===== src/rtl/a2d_arb_pkg.sv =====
// -----------------------------------------------------------------------------
// a2d_arb_pkg
// Shared types and defaults for the two-port A2D converter arbiter.
//   state_t     : arbiter FSM states (IDLE, ISSUE, WAIT)
//   DEF_*       : default widths for channel select, result and timeout counter
//   pick_winner : arbitration rule between the two request slots
// -----------------------------------------------------------------------------
package a2d_arb_pkg;

  typedef enum logic [1:0] {
    IDLE  = 2'd0,
    ISSUE = 2'd1,
    WAIT  = 2'd2
  } state_t;

  localparam int DEF_CH_W  = 3;
  localparam int DEF_RES_W = 12;
  localparam int DEF_TMO_W = 14;

  // On a tie, round-robin hands the converter to the port not granted last;
  // fixed priority always favours port 0. Without a tie the pending port wins.
  function automatic logic pick_winner(input logic pend0,
                                       input logic pend1,
                                       input logic last_grant,
                                       input logic prio_fixed);
    logic win;
    if (pend0 && pend1) begin
      win = prio_fixed ? 1'b0 : ~last_grant;
    end else if (pend1) begin
      win = 1'b1;
    end else begin
      win = 1'b0;
    end
    return win;
  endfunction

endpackage


===== src/rtl/a2d_arb_req_slot.sv =====
// -----------------------------------------------------------------------------
// a2d_arb_req_slot
// One requester's view of the shared converter: accepts a start pulse when
// idle, latches its channel, holds the pending flag until the conversion ends,
// then stores the result and emits a one-cycle completion pulse.
// Ports:
//   clk, rst_n   : clock, asynchronous active-low reset
//   strt_i       : one-cycle request pulse (ignored while pending)
//   chnnl_i      : channel sampled with strt_i
//   done_i       : this slot's conversion finished (owner-qualified by top)
//   res_i        : result to store when done_i is high
//   pending_o    : request pending or in service (drives the busy output)
//   chnnl_o      : latched channel
//   cmplt_o      : registered one-cycle done pulse
//   res_o        : last result, held until the next completion
// -----------------------------------------------------------------------------
module a2d_arb_req_slot
  import a2d_arb_pkg::*;
#(
  parameter int CH_W  = DEF_CH_W,
  parameter int RES_W = DEF_RES_W
) (
  input  logic             clk,
  input  logic             rst_n,
  input  logic             strt_i,
  input  logic [CH_W-1:0]  chnnl_i,
  input  logic             done_i,
  input  logic [RES_W-1:0] res_i,
  output logic             pending_o,
  output logic [CH_W-1:0]  chnnl_o,
  output logic             cmplt_o,
  output logic [RES_W-1:0] res_o
);

  logic             pending_q, pending_d;
  logic [CH_W-1:0]  chnnl_q, chnnl_d;
  logic             cmplt_q, cmplt_d;
  logic [RES_W-1:0] res_q, res_d;

  // Slot registers.
  always_ff @(posedge clk or negedge rst_n) begin
    if (!rst_n) begin
      pending_q <= 1'b0;
      chnnl_q   <= {CH_W{1'b0}};
      cmplt_q   <= 1'b0;
      res_q     <= {RES_W{1'b0}};
    end else begin
      pending_q <= pending_d;
      chnnl_q   <= chnnl_d;
      cmplt_q   <= cmplt_d;
      res_q     <= res_d;
    end
  end

  // Next-state: completion clears the slot; a start only lands on an idle slot,
  // so a repeated start while busy neither overwrites nor queues.
  always_comb begin
    pending_d = pending_q;
    chnnl_d   = chnnl_q;
    res_d     = res_q;
    cmplt_d   = done_i;
    if (done_i) begin
      pending_d = 1'b0;
      res_d     = res_i;
    end else if (strt_i && !pending_q) begin
      pending_d = 1'b1;
      chnnl_d   = chnnl_i;
    end else begin
      pending_d = pending_q;
    end
  end

  assign pending_o = pending_q;
  assign chnnl_o   = chnnl_q;
  assign cmplt_o   = cmplt_q;
  assign res_o     = res_q;

endmodule


===== src/rtl/a2d_arbiter.sv =====
// -----------------------------------------------------------------------------
// a2d_arbiter
// Shares one A2D_intf SPI converter between port 0 (IR sweep) and port 1
// (battery/aux monitor). Start pulses are latched per port, one owner at a
// time gets the converter, and cmplt/res are routed back to the owner only.
// Ports:
//   clk, rst_n                 : clock, asynchronous active-low reset
//   reqN_strt / reqN_chnnl     : request pulse and channel (N = 0, 1)
//   reqN_busy                  : request pending or in service
//   reqN_cmplt / reqN_res      : done pulse and held result for the owner
//   a2d_strt_cnv / a2d_chnnl   : start pulse and channel to A2D_intf
//   a2d_cnv_cmplt / a2d_res    : done and result from A2D_intf
//   err                        : one-cycle timeout pulse
// Configuration:
//   A2D_ARB_TIMEOUT_EN : when defined, a TMO_W-bit counter aborts a conversion
//                        that never completes; otherwise WAIT is unbounded and
//                        err is tied low.
// -----------------------------------------------------------------------------
module a2d_arbiter
  import a2d_arb_pkg::*;
#(
  parameter int PRIO_FIXED = 0,
  parameter int CH_W       = DEF_CH_W,
  parameter int RES_W      = DEF_RES_W,
  parameter int TMO_W      = DEF_TMO_W
) (
  input  logic             clk,
  input  logic             rst_n,
  input  logic             req0_strt,
  input  logic [CH_W-1:0]  req0_chnnl,
  output logic             req0_busy,
  output logic             req0_cmplt,
  output logic [RES_W-1:0] req0_res,
  input  logic             req1_strt,
  input  logic [CH_W-1:0]  req1_chnnl,
  output logic             req1_busy,
  output logic             req1_cmplt,
  output logic [RES_W-1:0] req1_res,
  output logic             a2d_strt_cnv,
  output logic [CH_W-1:0]  a2d_chnnl,
  input  logic             a2d_cnv_cmplt,
  input  logic [RES_W-1:0] a2d_res,
  output logic             err
);

  state_t           state_q, state_d;
  logic             owner_q, owner_d;
  logic             last_grant_q, last_grant_d;
  logic [CH_W-1:0]  chnnl_q, chnnl_d;
  logic             win_s;
  logic             pend0_s, pend1_s;
  logic [CH_W-1:0]  slot_ch0_s, slot_ch1_s;
  logic             done_s, tmo_hit_s;
  logic [RES_W-1:0] done_res_s;

  // A conversion ends on the converter's done, or on timeout; a cmplt in any
  // other state is dropped here and never reaches either slot.
  assign done_s     = (state_q == WAIT) && (a2d_cnv_cmplt || tmo_hit_s);
  assign done_res_s = a2d_cnv_cmplt ? a2d_res : {RES_W{1'b1}};

  a2d_arb_req_slot #(.CH_W(CH_W), .RES_W(RES_W)) u_slot0 (
    .clk       (clk),
    .rst_n     (rst_n),
    .strt_i    (req0_strt),
    .chnnl_i   (req0_chnnl),
    .done_i    (done_s && !owner_q),
    .res_i     (done_res_s),
    .pending_o (pend0_s),
    .chnnl_o   (slot_ch0_s),
    .cmplt_o   (req0_cmplt),
    .res_o     (req0_res)
  );

  a2d_arb_req_slot #(.CH_W(CH_W), .RES_W(RES_W)) u_slot1 (
    .clk       (clk),
    .rst_n     (rst_n),
    .strt_i    (req1_strt),
    .chnnl_i   (req1_chnnl),
    .done_i    (done_s && owner_q),
    .res_i     (done_res_s),
    .pending_o (pend1_s),
    .chnnl_o   (slot_ch1_s),
    .cmplt_o   (req1_cmplt),
    .res_o     (req1_res)
  );

  assign req0_busy = pend0_s;
  assign req1_busy = pend1_s;

  // FSM state, owner, grant history and converter channel registers.
  // last_grant resets to port 1 so port 0 wins the first tie.
  always_ff @(posedge clk or negedge rst_n) begin
    if (!rst_n) begin
      state_q      <= IDLE;
      owner_q      <= 1'b0;
      last_grant_q <= 1'b1;
      chnnl_q      <= {CH_W{1'b0}};
    end else begin
      state_q      <= state_d;
      owner_q      <= owner_d;
      last_grant_q <= last_grant_d;
      chnnl_q      <= chnnl_d;
    end
  end

  // Next-state: arbitrate in IDLE, pulse start in ISSUE, wait for completion.
  always_comb begin
    state_d      = state_q;
    owner_d      = owner_q;
    last_grant_d = last_grant_q;
    chnnl_d      = chnnl_q;
    win_s        = pick_winner(pend0_s, pend1_s, last_grant_q, (PRIO_FIXED != 0));
    case (state_q)
      IDLE: begin
        if (pend0_s || pend1_s) begin
          owner_d      = win_s;
          last_grant_d = win_s;
          chnnl_d      = win_s ? slot_ch1_s : slot_ch0_s;
          state_d      = ISSUE;
        end else begin
          state_d = IDLE;
        end
      end
      ISSUE: state_d = WAIT;
      WAIT: begin
        if (done_s) begin
          state_d = IDLE;
        end else begin
          state_d = WAIT;
        end
      end
      default: state_d = IDLE;
    endcase
  end

  // Outputs decoded from registered state; the channel register holds steady
  // from the start pulse through completion.
  always_comb begin
    a2d_strt_cnv = (state_q == ISSUE);
    a2d_chnnl    = chnnl_q;
  end

`ifdef A2D_ARB_TIMEOUT_EN
  logic [TMO_W-1:0] tmo_cnt_q, tmo_cnt_d;
  logic             err_q;

  // A converter done in the same cycle as the terminal count still wins.
  assign tmo_hit_s = (state_q == WAIT) && (&tmo_cnt_q) && !a2d_cnv_cmplt;

  // Timeout counter: restarts at every start pulse, advances only in WAIT.
  always_comb begin
    tmo_cnt_d = tmo_cnt_q;
    if (state_q == ISSUE) begin
      tmo_cnt_d = {TMO_W{1'b0}};
    end else if (state_q == WAIT) begin
      tmo_cnt_d = tmo_cnt_q + {{(TMO_W-1){1'b0}}, 1'b1};
    end else begin
      tmo_cnt_d = tmo_cnt_q;
    end
  end

  // Timeout counter and error pulse registers.
  always_ff @(posedge clk or negedge rst_n) begin
    if (!rst_n) begin
      tmo_cnt_q <= {TMO_W{1'b0}};
      err_q     <= 1'b0;
    end else begin
      tmo_cnt_q <= tmo_cnt_d;
      err_q     <= tmo_hit_s;
    end
  end

  assign err = err_q;
`else
  assign tmo_hit_s = 1'b0;
  assign err       = 1'b0;
`endif

endmodule


===== config.mk =====
export PLATFORM = sky130hd
export DESIGN_NAME = a2d_arbiter
export DESIGN_NICKNAME = d
export VERILOG_FILES = /design/src/rtl/a2d_arb_pkg.sv /design/src/rtl/a2d_arb_req_slot.sv /design/src/rtl/a2d_arbiter.sv
export SDC_FILE = /design/constraint.sdc
export NUM_CORES = 1
export LEC_CHECK = 0
export BUFFER_PORTS_ARGS = -buffer_cell sky130_fd_sc_hd__clkbuf_2
export CELL_PAD_IN_SITES_DETAIL_PLACEMENT = 1
export CELL_PAD_IN_SITES_GLOBAL_PLACEMENT = 2
export CORE_AREA = 2 2 71 73
export CTS_CLUSTER_DIAMETER = 150
export DETAILED_ROUTE_END_ITERATION = 16
export DIE_AREA = 0 0 73 75
export PLACE_DENSITY_LB_ADDON = 0.1
export SLEW_MARGIN = 20
export SYNTH_ARGS = -nofsm -noshare
export SYNTH_HDL_FRONTEND = slang
export SYNTH_SLANG_ARGS = --single-unit

===== constraint.sdc =====
create_clock -name clk -period 4.16 [get_ports clk]
set_clock_uncertainty 0.05 [all_clocks]
set_input_delay 0.208 -clock clk [delete_from_list [all_inputs] [get_ports clk]]
set_output_delay 0.208 -clock clk [all_outputs]
set_load 0.05 [all_outputs]

-- Word level (Yosys, flattened, before mapping)
Cells that the tools add are included.
Widths: inputs -> output; s select.
- add/subtract/negate cells: 0
- multiply operators: 0
- divide/modulo/power cells: 0
- magnitude comparators: 0
- equal/unequal tests: 2
- shifts and indexed selects: 0
- muxes and demuxes: 11
- bitwise gates (word level): 3
- reductions and logical operators: 16
- operators with widths (cell ; number):
    $mux 12 ; 1
    $mux 1 ; 7
    $logic_and 1x1->1 ; 6
    $pmux 2 s3 ; 1
    $reduce_and 2->1 ; 3
    $reduce_bool 2->1 ; 2
    $logic_not 1->1 ; 3
    $mux 3 ; 1
    $not 1->1 ; 3
    $eq 2x1->1 const B ; 1
    $eq 2x2->1 const B ; 1
    $logic_not 2->1 ; 1
    $mux 2 ; 1
    $logic_or 1x1->1 ; 1
- register bits: 41
- latch bits: 0
- RAM bits: 0
- ROM bits: 0
- input bits: 23
- logic and storage cells: 44
- memories kept: 0

-- Longest topological paths before layout
- depth in word-level cells: 5
- depth in mapped cells: 4
- depth with buffers taken out: 3

-- Modules after synthesis
A second synthesis with hierarchy kept.
- cell total of the unflattened synthesis: 110
- area total of the unflattened synthesis: 1700.4 sq um
- modules (own cells, without submodules) (module ; times used ; cells each ; area each (sq um) ; seq. area each (sq um)):
    a2d_arb_req_slot ; 2 ; 36 ; 631.9 ; 425.4
    a2d_arbiter ; 1 ; 38 ; 436.7 ; 176.4

-- Least setup slack after synthesis
No wires, ideal clock.
- path kind: flip-flop to flip-flop
- from: register u_slot1.pending_q (netlist: u_slot1.pending_o)
- to: register chnnl_q[0] (netlist: a2d_chnnl[0])
- library setup time: 125 ps
- arrival: 1556 ps
- setup slack: 2429 ps
- cell stages (with the launch flop): 4
- period minus slack after synthesis: 1731 ps
- path through: dfrtp_1 -> a21boi_2 -> mux2_2 -> mux2_2
- cells in the longest elaborated chain, start to end: 3
- RTL lines (item ; line ; source):
    start, declared ; a2d_arb_req_slot.sv:35 ; logic pending_q, pending_d;
    start signal, assigned ; a2d_arb_req_slot.sv:48 ; pending_q <= pending_d;
    $mux 1 or $logic_and 1x1->1 (tied branches) ; a2d_arb_pkg.sv:29, a2d_arb_pkg.sv:27 ;
    $mux 1 ; a2d_arb_pkg.sv:27 ; if (pend0 && pend1) begin
    $mux 3 ; a2d_arbiter.sv:118 ; chnnl_d = win_s ? slot_ch1_s : slot_ch0_s;
    end signal, assigned ; a2d_arbiter.sv:97 ; chnnl_q <= {CH_W{1'b0}};
    end signal, assigned ; a2d_arbiter.sv:102 ; chnnl_q <= chnnl_d;
    end, declared ; a2d_arbiter.sv:49 ; logic [CH_W-1:0] chnnl_q, chnnl_d;
Several ways; a longest one is shown, not always the timed one.
A chain may end at the register's enable or synchronous reset.

-- Worst setup path in the final report
- from: register state_q[0]
- to: register u_slot1.chnnl_q[1] (netlist: u_slot1.chnnl_o[1])
- cells in the longest elaborated chain, start to end: 5
- RTL lines (item ; line ; source):
    start, declared ; a2d_arbiter.sv:46 ; state_t state_q, state_d;
    start signal, assigned ; a2d_arbiter.sv:99 ; state_q <= state_d;
    $eq 2x2->1 ; a2d_arbiter.sv:58 ; assign done_s = (state_q == WAIT) && (a2d_cnv_cmplt || tmo_hit_s);
    $logic_and 1x1->1 ; a2d_arbiter.sv:58 ;
    $logic_and 1x1->1 ; a2d_arbiter.sv:79 ; .done_i (done_s && owner_q),
    $not 1->1 (no line) ; - ;
    $reduce_and 2->1 (no line) ; - ;
    end signal, assigned ; a2d_arb_req_slot.sv:44 ; chnnl_q <= {CH_W{1'b0}};
    end signal, assigned ; a2d_arb_req_slot.sv:49 ; chnnl_q <= chnnl_d;
    end, declared ; a2d_arb_req_slot.sv:36 ; logic [CH_W-1:0] chnnl_q, chnnl_d;
Every way passes these cells.

==> implementation parameters <==
Parameter                              Value

Clocking
  CTS sink count ... 41
  H-tree lvl count ... 2
  Number of buffers added by the clock tree synthesis step ... 5
  Number of buffers inserted by post-CTS setup repair ... 0
  CTS Hold Buffers Added ... 0
  Insertion delay to the later sink of the worst-skew pair ... 0.28 ns
  Maximum clock insertion buffer count ... 2
  Clock root buffer ... sky130_fd_sc_hd__clkbuf_8
  Clock edge transition at the registers on the reported setup and hold paths ... 0.07 ns
  Number of instances resized during post-cts repair ... 0
  Clock tree from TritonCTS ... done

Critical path
  Kind of critical path ... register to register
  Crit end category ... register
  Worst Path Max Fanout ... 14
  Worst reg-to-reg path cell count ... 3
  Critical path startpoint category ... register
  Data required time at the worst endpoint ... around 4.3 ns
  CP arrival ... 2.25 ns

Die
  Initial core utilization ... 0.344
  Floorplan Core Area ... 4660 um^2
  Die Footprint ... between 5000 and 6000 um^2
  Die Height ... 75 um
  Number of rows in the core area ... 25
  Chip width ... roughly 73 um
  Num ports ... between 50 and 60

Placement
  Placed wire-length estimate after detailed placement ... 2.49 mm
  Global placement routability congestion ... 0.749
  Buffers on Ports ... 54

Logic synthesis
  Post-synthesis cell count ... approximately 100
  Syn avg cell area ... 15.7 um^2
  Register area share after synthesis ... 0.640
  Combined area of all synthesized cells ... 1600 um^2
  Syn_nets ... around 130
  #FFs+latches synth ... 41
  Post-synthesis cell type count ... 22
  YS warnings ... 0

Timing
  Measured slew at the worst slew-check pin ... 0.905 ns
  Rel. slew slack ... 0.396
  # setup viols final ... 0
  RSZ-0062 raised after global routing ... false
  Final number of hold-violating endpoints ... 0
  Top achievable clock speed ... 0.470 GHz
  Part of the cycle the worst path needs ... 0.512
  Max-slew violation count ... 0
  Setup tns final ... 0 ns
  Minimum clock period after layout ... between 2 and 2.5 ns

Cells and area
  Synth-to-Final Area Change ... 24.3%
  Antenna diode count ... 0
  Fraction of layout instances using a drive strength above 1 ... 0.629
  Net count, final ... 182

Routing
  Post-detailed-routing wire length ... 3.37 mm
  Met2 wire length ... 1.79 mm
  Met3 wirelength from detailed routing ... 228 um
  Detailed Routing Iterations Pass 1 ... 4
  Uppermost layer routed ... met4
  Average via count per standard cell ... roughly 4.8
  Vias after detailed routing ... just over 1000
  Routed length on met1 ... 1.30 mm
  DRT antenna net count ... 0
  Initial DRC Count ... 16
  Total DRC errors in the routed layout ... 0
  WL/cell ... approximately 16 um

GRT
  Global-route wire length before repair ... 5.52 mm
  Pin count of the biggest net entering global routing ... 42
  Aggregate global-route resource usage ... 0.135
  Initial antenna violation count ... 0
  Final global-route overflow total ... 0
  Via count of the first global-routing pass ... 1161

Run status
  Result of the run ... finished clean

Job
  Number of max-cap violations ... 0

Worst hold path
  Worst Hold Class ... input pin to async pin
## final cells by class
| type | instances | area [um^2] |
|---|---|---|
| Fill cell | 509 | 2670 |
| Timing Repair Buffer | 54 | 270 |
| Tap cell | 54 | 67.6 |
| Inverter | 2 | 7.51 |
| Sequential cell | 41 | 1030 |
| Multi-Input combinational cell | 55 | 534 |
| Clock buffer | 7 | 86.3 |
## metrics by stage
step           setup WS [ns]  cell area, um^2  hold slack, ns   util  instances
2_1_floorplan           2.43             1600          -0.138      -        102
3_3_place_gp            2.04             1910           0.370  0.409        206
3_5_place_dp            1.98             1910           0.378  0.409        206
4_1_cts                 1.96             1990          0.0642  0.428        213
5_1_grt                 1.77             1990          0.0672  0.428        213
6_report                2.03             1990        0.000792  0.428        213
## placed cells by master (no fill, tap or decap), types with 2 or more instances in the layout
master,n
sky130_fd_sc_hd__mux2_2,36
sky130_fd_sc_hd__clkbuf_8,6
sky130_fd_sc_hd__dfrtp_1,40
sky130_fd_sc_hd__clkbuf_2,53
sky130_fd_sc_hd__inv_1,2
sky130_fd_sc_hd__nor2_1,5
## state kept, by name, summed over array words and instances, names as in the netlist
| register | flops |
|---|---|
| a2d_chnnl | 3 |
| last_grant_q | 1 |
| owner_q | 1 |
| state_q | 2 |
| u_slot0.chnnl_o | 3 |
| u_slot0.cmplt_o | 1 |
| u_slot0.pending_o | 1 |
| u_slot0.res_o | 12 |
| u_slot1.chnnl_o | 3 |
| u_slot1.cmplt_o | 1 |
| u_slot1.pending_o | 1 |
| u_slot1.res_o | 12 |
## final timing paths
kind,slack [ns],from,end
max reg2reg,2.03,state_q[0],u_slot1.chnnl_o[1]
min reg2reg,0.46,u_slot0.res_o[1],u_slot0.res_o[1]
min in group clk,0.11,req0_chnnl[0],u_slot0.chnnl_o[0]
min,0.0008,rst_n,a2d_chnnl[0]
max in group asynchronous,3.50,rst_n,u_slot1.res_o[1]
max,2.03,state_q[0],u_slot1.chnnl_o[1]
## metal layers
metal,vias up,global-route usage
li1,465,-
met1,514,0.150
met2,38,0.231
met3,7,0.0549
met4,0,0.0556
met5,-,0
## worst max-delay path, stage by stage (launching register included)
cell and delay (ns):
sky130_fd_sc_hd__dfrtp_1 0.41, sky130_fd_sc_hd__nand4b_1 0.73, sky130_fd_sc_hd__nand3b_1 0.45, sky130_fd_sc_hd__mux2_2 0.38
## cells by family after synthesis
kind of cell | count (synthesis) | synth area share
compound gates | 5 | 0.0218
buf+inv | 6 | 0.0265
mux | 36 | 0.253
flops | 41 | 0.640
other cells | 1 | 0.00234
simple gates | 13 | 0.0562
## synth_stat cells
library cell                n  share of area
sky130_fd_sc_hd__nor3b_1    1         0.0047
sky130_fd_sc_hd__o21ai_0    1         0.0031
sky130_fd_sc_hd__a21oi_1    1         0.0031
sky130_fd_sc_hd__buf_6      2          0.014
sky130_fd_sc_hd__mux2_2    36           0.25
sky130_fd_sc_hd__nor3b_4    1          0.012
sky130_fd_sc_hd__or2_2      1         0.0039
sky130_fd_sc_hd__nor2b_1    1         0.0039
sky130_fd_sc_hd__buf_4      1         0.0047
sky130_fd_sc_hd__conb_1     1         0.0023
sky130_fd_sc_hd__and4bb_1   1         0.0078
sky130_fd_sc_hd__nand2_1    1         0.0023
sky130_fd_sc_hd__inv_1      2         0.0047
sky130_fd_sc_hd__o21a_1     1         0.0047
sky130_fd_sc_hd__a21boi_2   1         0.0070
sky130_fd_sc_hd__nand4b_1   1         0.0055
sky130_fd_sc_hd__nor2_1     5          0.012
sky130_fd_sc_hd__dfstp_2    1          0.016
sky130_fd_sc_hd__dfrtp_1   40           0.62
sky130_fd_sc_hd__buf_2      1         0.0031
sky130_fd_sc_hd__a31oi_1    1         0.0039
sky130_fd_sc_hd__nand3b_1   1         0.0047
Power is not shown: default switching activity piles up to over one toggle a cycle in this logic, so the estimate is an artifact.
